`src/rtl/i2s_pkg.sv`:
```
// Shared types and sizing helpers for the I2S transmitter.
// The default sizes give a 16-bit sample in a 16-bit slot.
package i2s_pkg;

  typedef enum logic {
    IDLE = 1'b0,
    RUN  = 1'b1
  } state_e;

  localparam int DEF_WIDTH  = 16;
  localparam int DEF_SLOT   = 16;
  localparam int FRAME_BITS = 2 * DEF_SLOT;

  // Width of the bit counter that spans one stereo frame.
  function automatic int cnt_w(input int slot);
    return $clog2(2 * slot);
  endfunction

endpackage

```
`src/rtl/i2s_hold_buf.sv`:
```
// One-entry valid/ready holding buffer for a left/right sample pair.
// When empty, the incoming pair is presented straight through as a bypass.
module i2s_hold_buf #(
  parameter int WIDTH = 16
) (
  input  logic             sck,
  input  logic             rst,
  input  logic             in_valid,
  input  logic [WIDTH-1:0] left_in,
  input  logic [WIDTH-1:0] right_in,
  output logic             in_ready,
  input  logic             take,
  output logic             out_valid,
  output logic [WIDTH-1:0] out_left,
  output logic [WIDTH-1:0] out_right
);

  logic             full;
  logic [WIDTH-1:0] hold_left;
  logic [WIDTH-1:0] hold_right;
  logic             accept;

  assign in_ready  = !full && !rst;
  assign accept    = in_valid && in_ready;
  assign out_valid = full || in_valid;
  assign out_left  = full ? hold_left  : left_in;
  assign out_right = full ? hold_right : right_in;

  // An accept on a take edge can only happen while empty, so it is a bypass.
  // NOTE: sequential state uses non-blocking assignments so every flop samples pre-edge values.
  always_ff @(posedge sck) begin
    if (rst)         full <= 1'b0;
    else if (take)   full <= 1'b0;
    else if (accept) full <= 1'b1;
  end

  // NOTE: the sample registers carry no reset; full alone says whether they hold anything.
  always_ff @(posedge sck) begin
    if (accept && !take) begin
      hold_left  <= left_in;
      hold_right <= right_in;
    end
  end

endmodule

```
`src/rtl/i2s_tx.sv`:
```
// I2S transmitter: frames buffered sample pairs into a gapless ws/sd stream,
// MSB first with the one-bit delay after each ws transition.
module i2s_tx
  import i2s_pkg::*;
#(
  parameter int WIDTH = DEF_WIDTH,
  parameter int SLOT  = DEF_SLOT
) (
  input  logic             sck,
  input  logic             rst,
  input  logic             en,
  input  logic [WIDTH-1:0] left_in,
  input  logic [WIDTH-1:0] right_in,
  input  logic             in_valid,
  output logic             in_ready,
  output logic             ws,
  output logic             sd,
  output logic             frame_start,
  output logic             underrun,
  output logic             busy
);

  localparam int FB = 2 * SLOT;
  localparam int CW = cnt_w(SLOT);
  localparam logic [CW-1:0] LAST  = CW'(FB - 1);
  localparam logic [CW-1:0] WS_LO = CW'(SLOT - 1);
  localparam logic [CW-1:0] WS_HI = CW'(FB - 2);

  state_e           state, state_nxt;
  logic [CW-1:0]    cnt, cnt_nxt;
  logic [FB-1:0]    shreg, shreg_nxt;
  logic             underrun_q, underrun_nxt;

  logic             take;
  logic             hb_valid;
  logic [WIDTH-1:0] hb_left, hb_right;
  logic [SLOT-1:0]  left_slot, right_slot;

  assign take = (state == RUN) && (cnt == LAST) && en;

  i2s_hold_buf #(.WIDTH(WIDTH)) u_hold_buf (
    .sck       (sck),
    .rst       (rst),
    .in_valid  (in_valid),
    .left_in   (left_in),
    .right_in  (right_in),
    .in_ready  (in_ready),
    .take      (take),
    .out_valid (hb_valid),
    .out_left  (hb_left),
    .out_right (hb_right)
  );

  // Samples sit at the top of their slot; unused trailing slot bits are zero.
  always_comb begin
    left_slot                    = '0;
    right_slot                   = '0;
    left_slot[SLOT-1 -: WIDTH]   = hb_left;
    right_slot[SLOT-1 -: WIDTH]  = hb_right;
  end

  // NOTE: combinational blocks assign every output a default first, so no latch is inferred.
  always_comb begin
    state_nxt    = state;
    cnt_nxt      = cnt;
    shreg_nxt    = shreg;
    underrun_nxt = 1'b0;
    case (state)
      IDLE: begin
        cnt_nxt   = LAST;
        shreg_nxt = '0;
        if (en) state_nxt = RUN;
      end
      RUN: begin
        if (cnt == LAST) begin
          cnt_nxt = '0;
          if (!en) begin
            state_nxt = IDLE;
            cnt_nxt   = LAST;
            shreg_nxt = '0;
          end else if (hb_valid) begin
            shreg_nxt = {left_slot, right_slot};
          end else begin
            shreg_nxt    = '0;
            underrun_nxt = 1'b1;
          end
        end else begin
          cnt_nxt   = cnt + 1'b1;
          shreg_nxt = {shreg[FB-2:0], 1'b0};
        end
      end
      default: state_nxt = IDLE;
    endcase
  end

  always_ff @(posedge sck) begin
    if (rst) begin
      state      <= IDLE;
      cnt        <= LAST;
      shreg      <= '0;
      underrun_q <= 1'b0;
    end else begin
      state      <= state_nxt;
      cnt        <= cnt_nxt;
      shreg      <= shreg_nxt;
      underrun_q <= underrun_nxt;
    end
  end

  // ws leads the slot by one bit, giving the I2S one-bit data delay.
  assign busy        = (state == RUN);
  assign ws          = busy && (cnt >= WS_LO) && (cnt <= WS_HI);
  assign sd          = busy && shreg[FB-1];
  assign frame_start = busy && (cnt == '0);
  assign underrun    = underrun_q;

endmodule

```
`config.mk`:
```
export PLATFORM = sky130hd
export DESIGN_NAME = i2s_tx
export DESIGN_NICKNAME = d
export VERILOG_FILES = /design/src/rtl/i2s_pkg.sv /design/src/rtl/i2s_hold_buf.sv /design/src/rtl/i2s_tx.sv
export SDC_FILE = /design/constraint.sdc
export NUM_CORES = 1
export LEC_CHECK = 0
export BUFFER_PORTS_ARGS = -buffer_cell sky130_fd_sc_hd__buf_2
export CAP_MARGIN = 10
export CORE_MARGIN = 2
export CORE_UTILIZATION = 55
export CTS_BUF_LIST = sky130_fd_sc_hd__clkbuf_2
export DETAILED_ROUTE_END_ITERATION = 7
export GPL_ROUTABILITY_DRIVEN = 0
export PLACE_DENSITY_LB_ADDON = 0.05
export SLEW_MARGIN = 15
export SYNTH_ARGS = -nofsm -noshare
export SYNTH_HDL_FRONTEND = slang
export SYNTH_SLANG_ARGS = --single-unit
```
`constraint.sdc`:
```
create_clock -name sck -period 8.83 [get_ports sck]
set_input_delay 1.3245 -clock sck [delete_from_list [all_inputs] [get_ports sck]]
set_output_delay 1.3245 -clock sck [all_outputs]
set_load 0.01 [all_outputs]
```
# == Yosys cells after proc, flatten, opt, wreduce, memory -nomap -nowiden ==
# Cells that the tools add are included.
# word_totals
wordCells,43
ff_bits,72
# classes
magnitude_cmp,2
n_reduce_logical,16
addsub,1
n_eq_ne,1
bitwise,3
n_mux,13
# op_table
cell,count
two-way mux 32 bit,3
one-hot mux 32 bit (2 select lines),1
two-way mux 16 bit,2
two-way mux 5 bit,2
one-hot mux 5 bit (2 select lines),1
logical AND 1 bit,9
"adder 5 x 1 -> 5 bit, second input constant",1
"== test 5 bit, second input constant",1
"greater-or-equal comparator 5 x 4 -> 1 bit, second input constant",1
"less-or-equal comparator 5 bit, second input constant",1
zero test 5 bit,1
OR reduction 4 bit,1
zero test 1 bit,3
two-way mux 1 bit,3
inverter 1 bit,3
one-hot mux 1 bit (2 select lines),1
OR reduction 2 bit,1
logical OR 1 bit,1

# == Depth between registers and ports, before layout ==
# logic_depth
ltp_word,5
mapped_depth,6

# == Cells and area by module ==
# From an unflattened synthesis, not the netlist that was laid out.
# hier_totals
cells_unflattened,186
area_unflattened_um2,2915.3
# modules_own_cells
mod,cells_each,instances,area_per_inst_um2
i2s_hold_buf,73,1,1550.2
i2s_tx,113,1,1365.1

# == Worst setup path after synthesis ==
# OpenSTA, ideal clock, no wires.
# synth_path
path_type,in2reg
start,input port rst
end,"register u_hold_buf.hold_left[0], enable pin"
cell_stages,3
arrival_ns,3.268
setup_slack_ns,5.120
setup_ns,0.441
path_cell_list,nor2_1 -> nand2_1 -> a31oi_1
# synth_via
elab_chain_len,4
# synth_rtl
item,line_no,rtl
"start, declared",i2s_tx.sv:10,"input logic rst,"
zero test 1 bit,i2s_hold_buf.sv:23,assign in_ready = !full && !rst;
logical AND 1 bit,i2s_hold_buf.sv:23,
logical AND 1 bit,i2s_hold_buf.sv:24,assign accept = in_valid && in_ready;
logical AND 1 bit,i2s_hold_buf.sv:39,if (accept && !take) begin
"end signal, assigned",i2s_hold_buf.sv:40,hold_left <= left_in;
"end, declared",i2s_hold_buf.sv:19,logic [WIDTH-1:0] hold_left;
# Every way passes these cells.
# A chain may end at the register's enable or synchronous reset.

# == Worst setup path after layout ==
# layout_path
start,register cnt[1]
end,output port ws
# layout_via
elab_chain_len,3
elab_cells_between_ends,4
classes_between,order compare (2); reduce/logical (2)
# layout_rtl
item,line_no,rtl
"start, declared",i2s_tx.sv:30,"logic [CW-1:0] cnt, cnt_nxt;"
"start signal, assigned",i2s_tx.sv:104,cnt <= cnt_nxt;
greater-or-equal comparator 5 x 4 -> 1 bit,i2s_tx.sv:112,assign ws = busy && (cnt >= WS_LO) && (cnt <= WS_HI);
logical AND 1 bit,i2s_tx.sv:112,
logical AND 1 bit *,i2s_tx.sv:112,
"end, declared",i2s_tx.sv:16,"output logic ws,"
# Every way passes the cells marked *; elsewhere a longest branch is shown, timed or not.

==> results.py <==
metrics = {
    "run_status": {
        "status": "completed",
    },
    "synthesis": {
        "synth_seq_cells": 72,
        "ys_warn_count": 0,
        "ys_seq_area_share_pct": 63.8,
        "synthTopCellsByCount": "dfxtp_1, edfxtp_1, mux2i_1",
        "synth_top_area_cell": "edfxtp_1",
        "synth_top_area_share_pct": 34.8,
        "netlist_area_um2": 2760,
        "ys.flop_type": "dfxtp_1",
        "async_flop_share_pct": 0,
        "syn_area_per_cell_um2": 14.9,
        "synth_edf_count": 32,
        "ys_top_cells_by_area": "edfxtp_1, dfxtp_1, mux2i_1",
        "synth.most_common_cell": "dfxtp_1",
        "synth_nets": 226,
        "synth_cell_types": 29,
        "synth_cells": 185,
    },
    "final_layout": {
        "diodes": 0,
        "finalCoreUtilization_pct": 65.3,
        "drive_gt1_share_pct": 29.9,
        "fillers": 365,
        "multi_input_area_um2": 922,
        "nets": 268,
        "syn_to_final_growth_pct": 13.0,
        "regArea_um2": 1760,
    },
    "timing": {
        "hold_violations": 0,
        "slew_viol_final": 0,
        "max_freq_mhz": 307,
        "finalSetupViolCount": 0,
        "fin_ws_ns": 5.57,
        "period_share_pct": 36.9,
        "period_minus_slack_ns": 3.26,
        "slew_headroom_pct": 26.4,
        "setup-tns-final_ns": 0,
        "tightestPinTransition_ns": 1.10,
        "finClkSkew_ns": 0.0177,
        "grt_setup_unrepaired": "false",
    },
    "clock_network": {
        "cts_buffers": 9,
        "root_buffer": "clkbuf_2",
        "clk_latency_ns": 0.47,
        "cts_tree": "done",
        "cts_setup_buffers": 0,
        "htreeDepth": 3,
        "cts_num_sinks": 72,
        "clkSlewWorstSetupHoldPaths_ns": 0.18,
        "clock_path_buffers": 2,
        "cts_hold_buf": 0,
        "ctsResizeCount": 0,
    },
    "placed_design": {
        "dpl.hpwl_um": 3140,
        "port_buffers": 41,
        "pre_cts_ws_ns": 5.79,
    },
    "worst_setup_path": {
        "max_stage_delay_ns": 0.47,
        "crit_required_ns": 7.51,
        "crit_slowest_cell": "dfxtp_1",
        "critical_path_class": "flip-flop to primary output",
        "cp-end-kind": "primary output",
        "cp_max_fo": 5,
        "arrival_ns": 1.94,
        "cpMostUsedCell": "ha_1",
        "crit_path_start_kind": "flip-flop",
        "path_cells": "ha_1 > and3_1 > ha_1 > nor2_1 > o21ai_0 > o311a_1 > buf_2",
    },
    "detailed_routing": {
        "drt_iter0_markers": 92,
        "wl_per_cell_um": 16.0,
        "vias": 1654,
        "via_per_inst": 5.55,
        "antenna_left": 0,
        "drc": 0,
        "dr.pass1.iters": 4,
        "routed_wirelength_um": 4780,
    },
    "pwr": {
        "vdd_drop_max_uv": 118,
        "p_leak_nw": 1.23,
        "power.density_nw_per_um2": 200,
        "total_power_uw": 625,
    },
    "floorplan": {
        "fp.dieW_um": 74.9,
        "num_rows": 25,
        "die-area_um2": 5610,
        "fp.dieH_um": 74.9,
        "core_um2": 4790,
        "top_level_ports": 42,
        "initial_core_util_pct": 57.7,
    },
    "min_path": {
        "hp-class": "flip-flop to flip-flop",
    },
    "global_route": {
        "track_usage_pct": 19.1,
        "grt_pass1_vias": 1630,
        "grt_antenna_before_repair": 0,
        "gr-total-overflow": 0,
        "grt_pass1_wl_um": 7780,
        "grt_max_degree": 35,
    },
    "flow_run": {
        "drv_cap": 0,
    },
}
power breakdown:
group          internal [mW]  switching (mW)
registers              0.362          0.0125
logic                 0.0255          0.0307
clock network         0.0914           0.103
cell type report:
class,instances,share of cell area (%)
clock inverters,5,2.32
inverters,5,0.601
well taps,67,2.68
repair buffers,42,6.81
multi-input cells,97,29.5
flip-flops and latches,72,56.5
clock buffers,10,1.60
stage by stage:
stage	hold slack, ns	cells	area (µm²)
after detailed placement	0.416	283	3000
final	0.447	298	3120
after CTS	0.451	298	3120
after global routing	0.459	298	3120
after global placement	0.411	283	3000
after floorplan	0.410	185	2760
metal layers:
metal	share of wire (%)	vias up	global-route usage [%]
li1	-	787	-
met1	45	813	23.2
met2	49	46	31.0
met3	5.1	8	6.83
met4	1.5	0	8.13
met5	0	-	0
cells in the final DEF (no fill, tap or decap):
| cell | count |
|---|---|
| and2_1 | 1 |
| mux2i_1 | 32 |
| a21oi_1 | 1 |
| o2bb2ai_2 | 10 |
| a31oi_4 | 1 |
| o22ai_1 | 1 |
| and2b_1 | 1 |
| dfxtp_1 | 39 |
| o21ai_0 | 6 |
| o311a_1 | 1 |
| xnor2_1 | 1 |
| and3_1 | 1 |
| nand2b_1 | 1 |
| clkbuf_2 | 10 |
| edfxtp_1 | 32 |
| nand4b_4 | 1 |
| o2bb2ai_1 | 21 |
| buf_2 | 41 |
| nand2_1 | 1 |
| clkinv_2 | 1 |
| inv_1 | 5 |
| bufinv_16 | 2 |
| nor2_2 | 1 |
| ha_1 | 5 |
| a311oi_1 | 1 |
| dfxtp_2 | 1 |
| and4_1 | 2 |
| xor2_1 | 1 |
| nor2_1 | 5 |
| buf_4 | 1 |
| clkinv_1 | 2 |
| nand3_1 | 2 |
registers in the layout, indices dropped and copies added (netlist names):
| signal | flops |
|---|---|
| shreg | 32 |
| u_hold_buf.hold_left | 16 |
| u_hold_buf.hold_right | 16 |
| cnt | 5 |
| busy | 1 |
| u_hold_buf.full | 1 |
| underrun | 1 |
path summary, 6_finish.rpt:
| path | from | end | slack (ns) | cells past startpoint |
|---|---|---|---|---|
| worst max-delay path | cnt[1] | ws | 5.57 | 7 |
| worst min-delay path | shreg[17] | shreg[18] | 0.45 | 1 |
| worst max register to register | cnt[1] | u_hold_buf.hold_right[8] | 6.30 | 4 |
| worst min register to register | shreg[17] | shreg[18] | 0.45 | 1 |
cell families (layout without fill, tap and decap cells):
kind of cell / Yosys count / after routing / share of synthesized area, %
DFF: 72 / 72 / 63.8
buffers and inverters: 16 / 62 / 3.40
and+or+nand+nor: 16 / 16 / 3.85
adders and majority gates: 5 / 5 / 2.26
AOI/OAI and AO/OA: 42 / 42 / 14.5
xor gates and xnor gates: 2 / 2 / 0.634
muxes: 32 / 32 / 11.6
critical path: cells and delay by family (launching register included):
family / cells / cell delay (ns)
AND/OR/NAND/NOR: 2 / 0.25
buffers and inverters: 1 / 0.12
adder cells (fa/ha/maj): 2 / 0.39
AO/OA/AOI/OAI: 2 / 0.24
flip-flops: 1 / 0.47
(Power assumes the default switching activity.)
